==> src/rtl/fork_n_pkg.sv <==
// Shared types and helpers for the N-way Avalon-ST packet fork.
package fork_n_pkg;

    localparam int STATS_W = 32;

    typedef enum logic [1:0] {
        IDLE = 2'd0,
        PKT  = 2'd1,
        DROP = 2'd2
    } fork_state_t;

    // Out-of-range routes collapse onto the last output.
    function automatic int sat_route(input int route, input int n_out);
        return (route < n_out) ? route : n_out - 1;
    endfunction

    function automatic int stats_lsb(input int k);
        return k * STATS_W;
    endfunction

endpackage

==> src/rtl/stats_cnt32.sv <==
// Wrapping statistics counter; clear has priority over increment.
module stats_cnt32
    import fork_n_pkg::*;
(
    input  logic               clk,
    input  logic               rst,
    input  logic               clr,
    input  logic               inc,
    output logic [STATS_W-1:0] cnt
);

    logic [STATS_W-1:0] cnt_reg;

    always_ff @(posedge clk) begin
        if (rst || clr) begin
            cnt_reg <= '0;
        end else if (inc) begin
            cnt_reg <= cnt_reg + STATS_W'(1);
        end
    end

    assign cnt = cnt_reg;

endmodule

==> src/rtl/fork_n_avlstrm.sv <==
// N-way Avalon-ST packet fork with per-packet routing and one registered output stage.
// Build with FORK_N_DROP_EN to discard packets whose route is out of range.
module fork_n_avlstrm
    import fork_n_pkg::*;
#(
    parameter int DATA_W  = 512,
    parameter int EMPTY_W = 6,
    parameter int N_OUT   = 4,
    parameter int ROUTE_W = 4
) (
    input  logic                     clk,
    input  logic                     rst,
    input  logic [DATA_W-1:0]        in_data,
    input  logic                     in_valid,
    output logic                     in_ready,
    input  logic                     in_sop,
    input  logic                     in_eop,
    input  logic [EMPTY_W-1:0]       in_empty,
    input  logic [ROUTE_W-1:0]       in_route,
    output logic [DATA_W-1:0]        out_data,
    output logic                     out_sop,
    output logic                     out_eop,
    output logic [EMPTY_W-1:0]       out_empty,
    output logic [N_OUT-1:0]         out_valid,
    input  logic [N_OUT-1:0]         out_ready,
    input  logic                     stats_clr,
    output logic [N_OUT*STATS_W-1:0] stats_pkt,
    output logic [N_OUT*STATS_W-1:0] stats_sop,
    output logic [STATS_W-1:0]       stats_err,
    output logic [STATS_W-1:0]       stats_drop
);

    localparam int DST_W = (N_OUT > 1) ? $clog2(N_OUT) : 1;

    fork_state_t         state_reg, state_next;
    logic [DST_W-1:0]    route_reg, route_next;
    logic [DST_W-1:0]    route_sat, dst_sel;
    logic                hv_reg;
    logic [DST_W-1:0]    hdst_reg;
    logic [DATA_W-1:0]   data_reg;
    logic                sop_reg, eop_reg;
    logic [EMPTY_W-1:0]  empty_reg;
    logic                accept, fwd, err_inc, drop_inc;

    assign route_sat = DST_W'(sat_route(int'(in_route), N_OUT));

`ifdef FORK_N_DROP_EN
    logic route_oor;
    assign route_oor = (int'(in_route) >= N_OUT);
    // Non-SOP beats in DROP never reach the output stage, so they need no space there.
    assign in_ready = ~hv_reg | out_ready[hdst_reg] | ((state_reg == DROP) & ~in_sop);
`else
    assign in_ready = ~hv_reg | out_ready[hdst_reg];
`endif

    assign accept = in_valid & in_ready;

    always_ff @(posedge clk) begin
        if (rst) begin
            state_reg <= IDLE;
            route_reg <= '0;
        end else begin
            state_reg <= state_next;
            route_reg <= route_next;
        end
    end

    always_comb begin
        state_next = state_reg;
        route_next = route_reg;
        dst_sel    = route_reg;
        fwd        = 1'b0;
        err_inc    = 1'b0;
        drop_inc   = 1'b0;
        if (accept) begin
            if (in_sop) begin
                // A SOP anywhere but IDLE means the previous packet lost its EOP.
                err_inc = (state_reg != IDLE);
`ifdef FORK_N_DROP_EN
                if (route_oor) begin
                    drop_inc   = 1'b1;
                    state_next = in_eop ? IDLE : DROP;
                end else
`endif
                begin
                    fwd        = 1'b1;
                    route_next = route_sat;
                    dst_sel    = route_sat;
                    state_next = in_eop ? IDLE : PKT;
                end
            end else begin
                case (state_reg)
                    PKT: begin
                        fwd = 1'b1;
                        if (in_eop) state_next = IDLE;
                    end
                    DROP: begin
                        if (in_eop) state_next = IDLE;
                    end
                    default: err_inc = 1'b1;
                endcase
            end
        end
    end

    always_ff @(posedge clk) begin
        if (rst) begin
            hv_reg    <= 1'b0;
            hdst_reg  <= '0;
            data_reg  <= '0;
            sop_reg   <= 1'b0;
            eop_reg   <= 1'b0;
            empty_reg <= '0;
        end else if (fwd) begin
            hv_reg    <= 1'b1;
            hdst_reg  <= dst_sel;
            data_reg  <= in_data;
            sop_reg   <= in_sop;
            eop_reg   <= in_eop;
            empty_reg <= in_empty;
        end else if (hv_reg && out_ready[hdst_reg]) begin
            hv_reg <= 1'b0;
        end
    end

    assign out_data  = data_reg;
    assign out_sop   = sop_reg;
    assign out_eop   = eop_reg;
    assign out_empty = empty_reg;

    genvar gi;
    generate
        for (gi = 0; gi < N_OUT; gi++) begin : g_out
            logic fire;
            assign out_valid[gi] = hv_reg && (hdst_reg == DST_W'(gi));
            assign fire          = out_valid[gi] & out_ready[gi];

            stats_cnt32 u_pkt_cnt (
                .clk (clk),
                .rst (rst),
                .clr (stats_clr),
                .inc (fire & eop_reg),
                .cnt (stats_pkt[stats_lsb(gi) +: STATS_W])
            );

            stats_cnt32 u_sop_cnt (
                .clk (clk),
                .rst (rst),
                .clr (stats_clr),
                .inc (fire & sop_reg),
                .cnt (stats_sop[stats_lsb(gi) +: STATS_W])
            );
        end
    endgenerate

    stats_cnt32 u_err_cnt (
        .clk (clk),
        .rst (rst),
        .clr (stats_clr),
        .inc (err_inc),
        .cnt (stats_err)
    );

    // drop_inc is constant zero unless the drop feature is built in.
    stats_cnt32 u_drop_cnt (
        .clk (clk),
        .rst (rst),
        .clr (stats_clr),
        .inc (drop_inc),
        .cnt (stats_drop)
    );

endmodule

==> config.mk <==
export PLATFORM = sky130hd
export DESIGN_NAME = fork_n_avlstrm
export DESIGN_NICKNAME = d
export VERILOG_FILES = /design/src/rtl/fork_n_pkg.sv /design/src/rtl/stats_cnt32.sv /design/src/rtl/fork_n_avlstrm.sv
export SDC_FILE = /design/constraint.sdc
export NUM_CORES = 2
export LEC_CHECK = 0
export CORE_AREA = 2 2 539 541
export CTS_CLUSTER_DIAMETER = 60
export DETAILED_ROUTE_END_ITERATION = 7
export DIE_AREA = 0 0 541 543
export PLACE_DENSITY = 0.41
export RECOVER_POWER = 25
export SLEW_MARGIN = 20
export SYNTH_ARGS = -nofsm -noshare
export SYNTH_HDL_FRONTEND = slang
export SYNTH_SLANG_ARGS = --single-unit
==> constraint.sdc <==
create_clock -name clk -period 2.15 [get_ports clk]
set_input_delay 0.43 -clock clk [delete_from_list [all_inputs] [get_ports clk]]
set_output_delay 0.43 -clock clk [all_outputs]
set_load 0.05 [all_outputs]
==> results.md <==
* Status: complete, but fails checks
* Violated checks: negative setup slack
* Rel. slew slack at 0.278
* Fraction of layout cells with a size suffix above 1 at 0.245
* Clk network pwr share at 0.462
* Hold WC Path Type: input port to flip-flop
* DRT antenna net count at 0
* Root Buffer: clkbuf_16
* Initial antenna violation count at between 100 and 150
* CTS buffer count at 120
* Switching Share at 0.300
* Post-place instance area at approximately 0.050 mm2
* Pint at between 30 and 40 mW
* Slew @ Worst Pin at about 1.1 ns
* Fin Hold WS at between 0.1 and 0.15 ns
* Kind of critical path: flip-flop to primary output
* Number of global-route vias before repair at 32500
* Die width at about 540 um
* Peak Freq at between 300 and 400 MHz
* IO Pins at roughly 1400
* Worst endpoint required time at about 1.7 ns
* Seq/Total Area, Yosys at 0.518
* TritonCTS clock tree: done
* Design Area, Final at about 0.054 mm2
* CP Launch Type: flip-flop
* Post-synthesis cell type count at 52
* Largest net degree at the start of global routing at between 150 and 200
* Worst Skew at approximately 0.05 ns
* Initial Utilization at 0.110
* Pins Over Slew Limit at 0
* Hold buffer count at CTS at 0
* Total Power at 42.9 mW
* Final RePlAce weighted congestion at 0.888
* VDD IR-drop max at roughly 0.62 mV
* Top_reg_cell synth: dfxtp_1
* Pwr/cell area at between 700 and 800 mW/mm2
* PortBufs at ~1300
* Fin crit share at 1.23
* Yosys warning count at 0
* Seq pwr share at 0.373
* Final Hold Fails at 0
* Post-synth top area cell: dfxtp_1
* Number of synthesized flops with an enable pin at 0
* TritonRoute pass-1 iters at 7
* Switching power at 12.9 mW
* CORE AREA at 0.287 mm2
* Die Y at around 540 um
* Slack of the critical path at -0.485 ns
* Largest cells by area after synthesis: dfxtp_1, nand2_1, a21oi_1
* CP Capture Type: primary output
* CTS Buffer Depth at 4
* Combinational power share at 0.165
* Area growth syn-to-layout at 73.2%
* Via density at around 3.6
* Cell count after synthesis at around 3900
* Initial drt markers at 1753
* Synth Register Bits at between 800 and 900
* Fin crit period at ~2.6 ns
* Share of async-settable or async-resettable flops after synthesis at 0
* Gr ovfl total at 0
* Worst-path clk slew at 0.06 ns
* Clk sink count at ~810
* Most frequent cells in the layout: nand2_1, dfxtp_1, buf_4
* FP Rows at ~200
* Detailed Route WL at 223 mm
* Max Cap Viol at 0
* Leakage at between 15 and 20 nW
* Final setup viols at roughly 630
* Largest register FFs at between 500 and 600
* Wirelength per Cell at 23.9 um
* DP Wirelength at 187 mm
* H-tree depth at 3
* Commonest non-fill, non-tap cell in the layout: nand2_1
* First-pass GRT wire length at 292 mm
* Critical Path AT at ~2.2 ns
* Clk_lat worst skew at approximately 0.83 ns
* Crit-path max FO at 3
* Utilization after layout at 0.190
* RSZ-0062 raised after global routing: yes
* GR Util All Layers at 0.145
* Avg Cell Area, Syn at approximately 8.1 um2
* Synth top area share at 0.518
* Die area at ~0.29 mm2
* Via count at around 34000
* Post-Synthesis Cell Area at 0.0315 mm2
* Final nets at between 5000 and 6000
* DRC at 0
==> layer usage <==
| metal | up-vias | global-route usage | routed length [um] |
|---|---|---|---|
| li1 | 16000 | - | - |
| met5 | - | 0 | 462 |
| met2 | 1261 | 0.259 | 111000 |
| met3 | 350 | 0.0877 | 29900 |
| met4 | 74 | 0.0386 | 6570 |
| met1 | 15900 | 0.140 | 75000 |
==> Yosys cell counts, types with 5 or more instances <==
cell type  count
ha_1          10
and3_1        37
or4_1         12
and2_1        17
nor3_1        43
xor2_1       129
and3b_1        5
clkbuf_1     130
buf_1          5
and4_1        33
o31ai_1        7
o211ai_1       5
nand4b_1       5
inv_1         32
nand3_1       93
dfxtp_1      814
nor4_1        39
a21oi_1      575
nand2_1     1154
nand4_1      102
or3_1         35
nor4_2         6
buf_2         99
xnor2_1      103
o21ai_0       42
nor2_1       262
buf_4         38
==> final timing paths <==
path	end	depth (start not counted)	start	slack (ns)
setup / recovery	in_ready	6	hdst_reg[0]	-0.49
hold / removal	out_data[103]	3	in_data[103]	0.13
setup reg to reg	out_data[360]	13	hdst_reg[0]	-0.48
hold reg to reg	out_data[378]	2	out_data[378]	0.45
==> cell families (layout without fill, tap and decap cells) <==
kind of cell | Yosys count | after routing | share of synthesized area
AND/OR/NAND/NOR | 1875 | 1875 | 0.264
flip-flops | 814 | 814 | 0.518
AO/OA/AOI/OAI | 634 | 634 | 0.102
buffers and inverters | 307 | 1890 | 0.0456
XOR/XNOR | 232 | 232 | 0.0646
adder cells (fa/ha/maj) | 10 | 10 | 0.00398
multiplexers | 6 | 6 | 0.00199
other | 1 | 62 | 0.000119
==> critical path, stage by stage, from the launching register on <==
cell	delay [ns]
dfxtp_4	0.35
buf_12	0.14
mux2_4	0.31
o22ai_4	0.20
inv_2	0.08
buf_12	0.14
buf_12	0.14
==> cell type report <==
cell class                      instances  area [um2]
Antenna cell                           30        75.1
Clock buffer                          172        3510
Clock inverter                         45         439
Fill cell                           32200      233000
Inverter                               33         124
Multi-Input combinational cell       2789       13900
Sequential cell                       814       16300
Tap cell                             3781        4730
Timing Repair Buffer                 1640       15400
==> power by group through the flow <==
stage | clock (mW) | sequential (mW) | combinational, mW
2_1_floorplan | 0 | 18.2 | 1.51
3_5_place_dp | 0 | 16.3 | 7.20
6_report | 19.8 | 16.0 | 7.08
3_3_place_gp | 0 | 16.3 | 7.20
5_1_grt | 21.1 | 16.1 | 7.52
4_1_cts | 20.5 | 16.0 | 7.29
==> what timing repair did <==
| action | 4_1_cts | 5_1_grt |
|---|---|---|
| pin swaps | 3 | 1 |
| gates resized for setup | 1366 | 0 |
| hold endpoints to repair | 0 | 0 |
| setup buffers | 16 | 0 |
| setup endpoints to repair | 939 | 583 |
| cloned | 4 | 0 |
==> through the flow <==
stage / setup TNS, ns / setup slack [ns] / cells
5_1_grt: -286.57 / -0.610 / 9284
3_5_place_dp: -374.52 / -0.863 / 9038
4_1_cts: -226.41 / -0.654 / 9274
2_1_floorplan: 0 / 0.00127 / 3910
3_3_place_gp: -375.47 / -0.892 / 9038
6_report: -191.34 / -0.485 / 9304
Note: power is estimated with default switching activity, not from simulation.
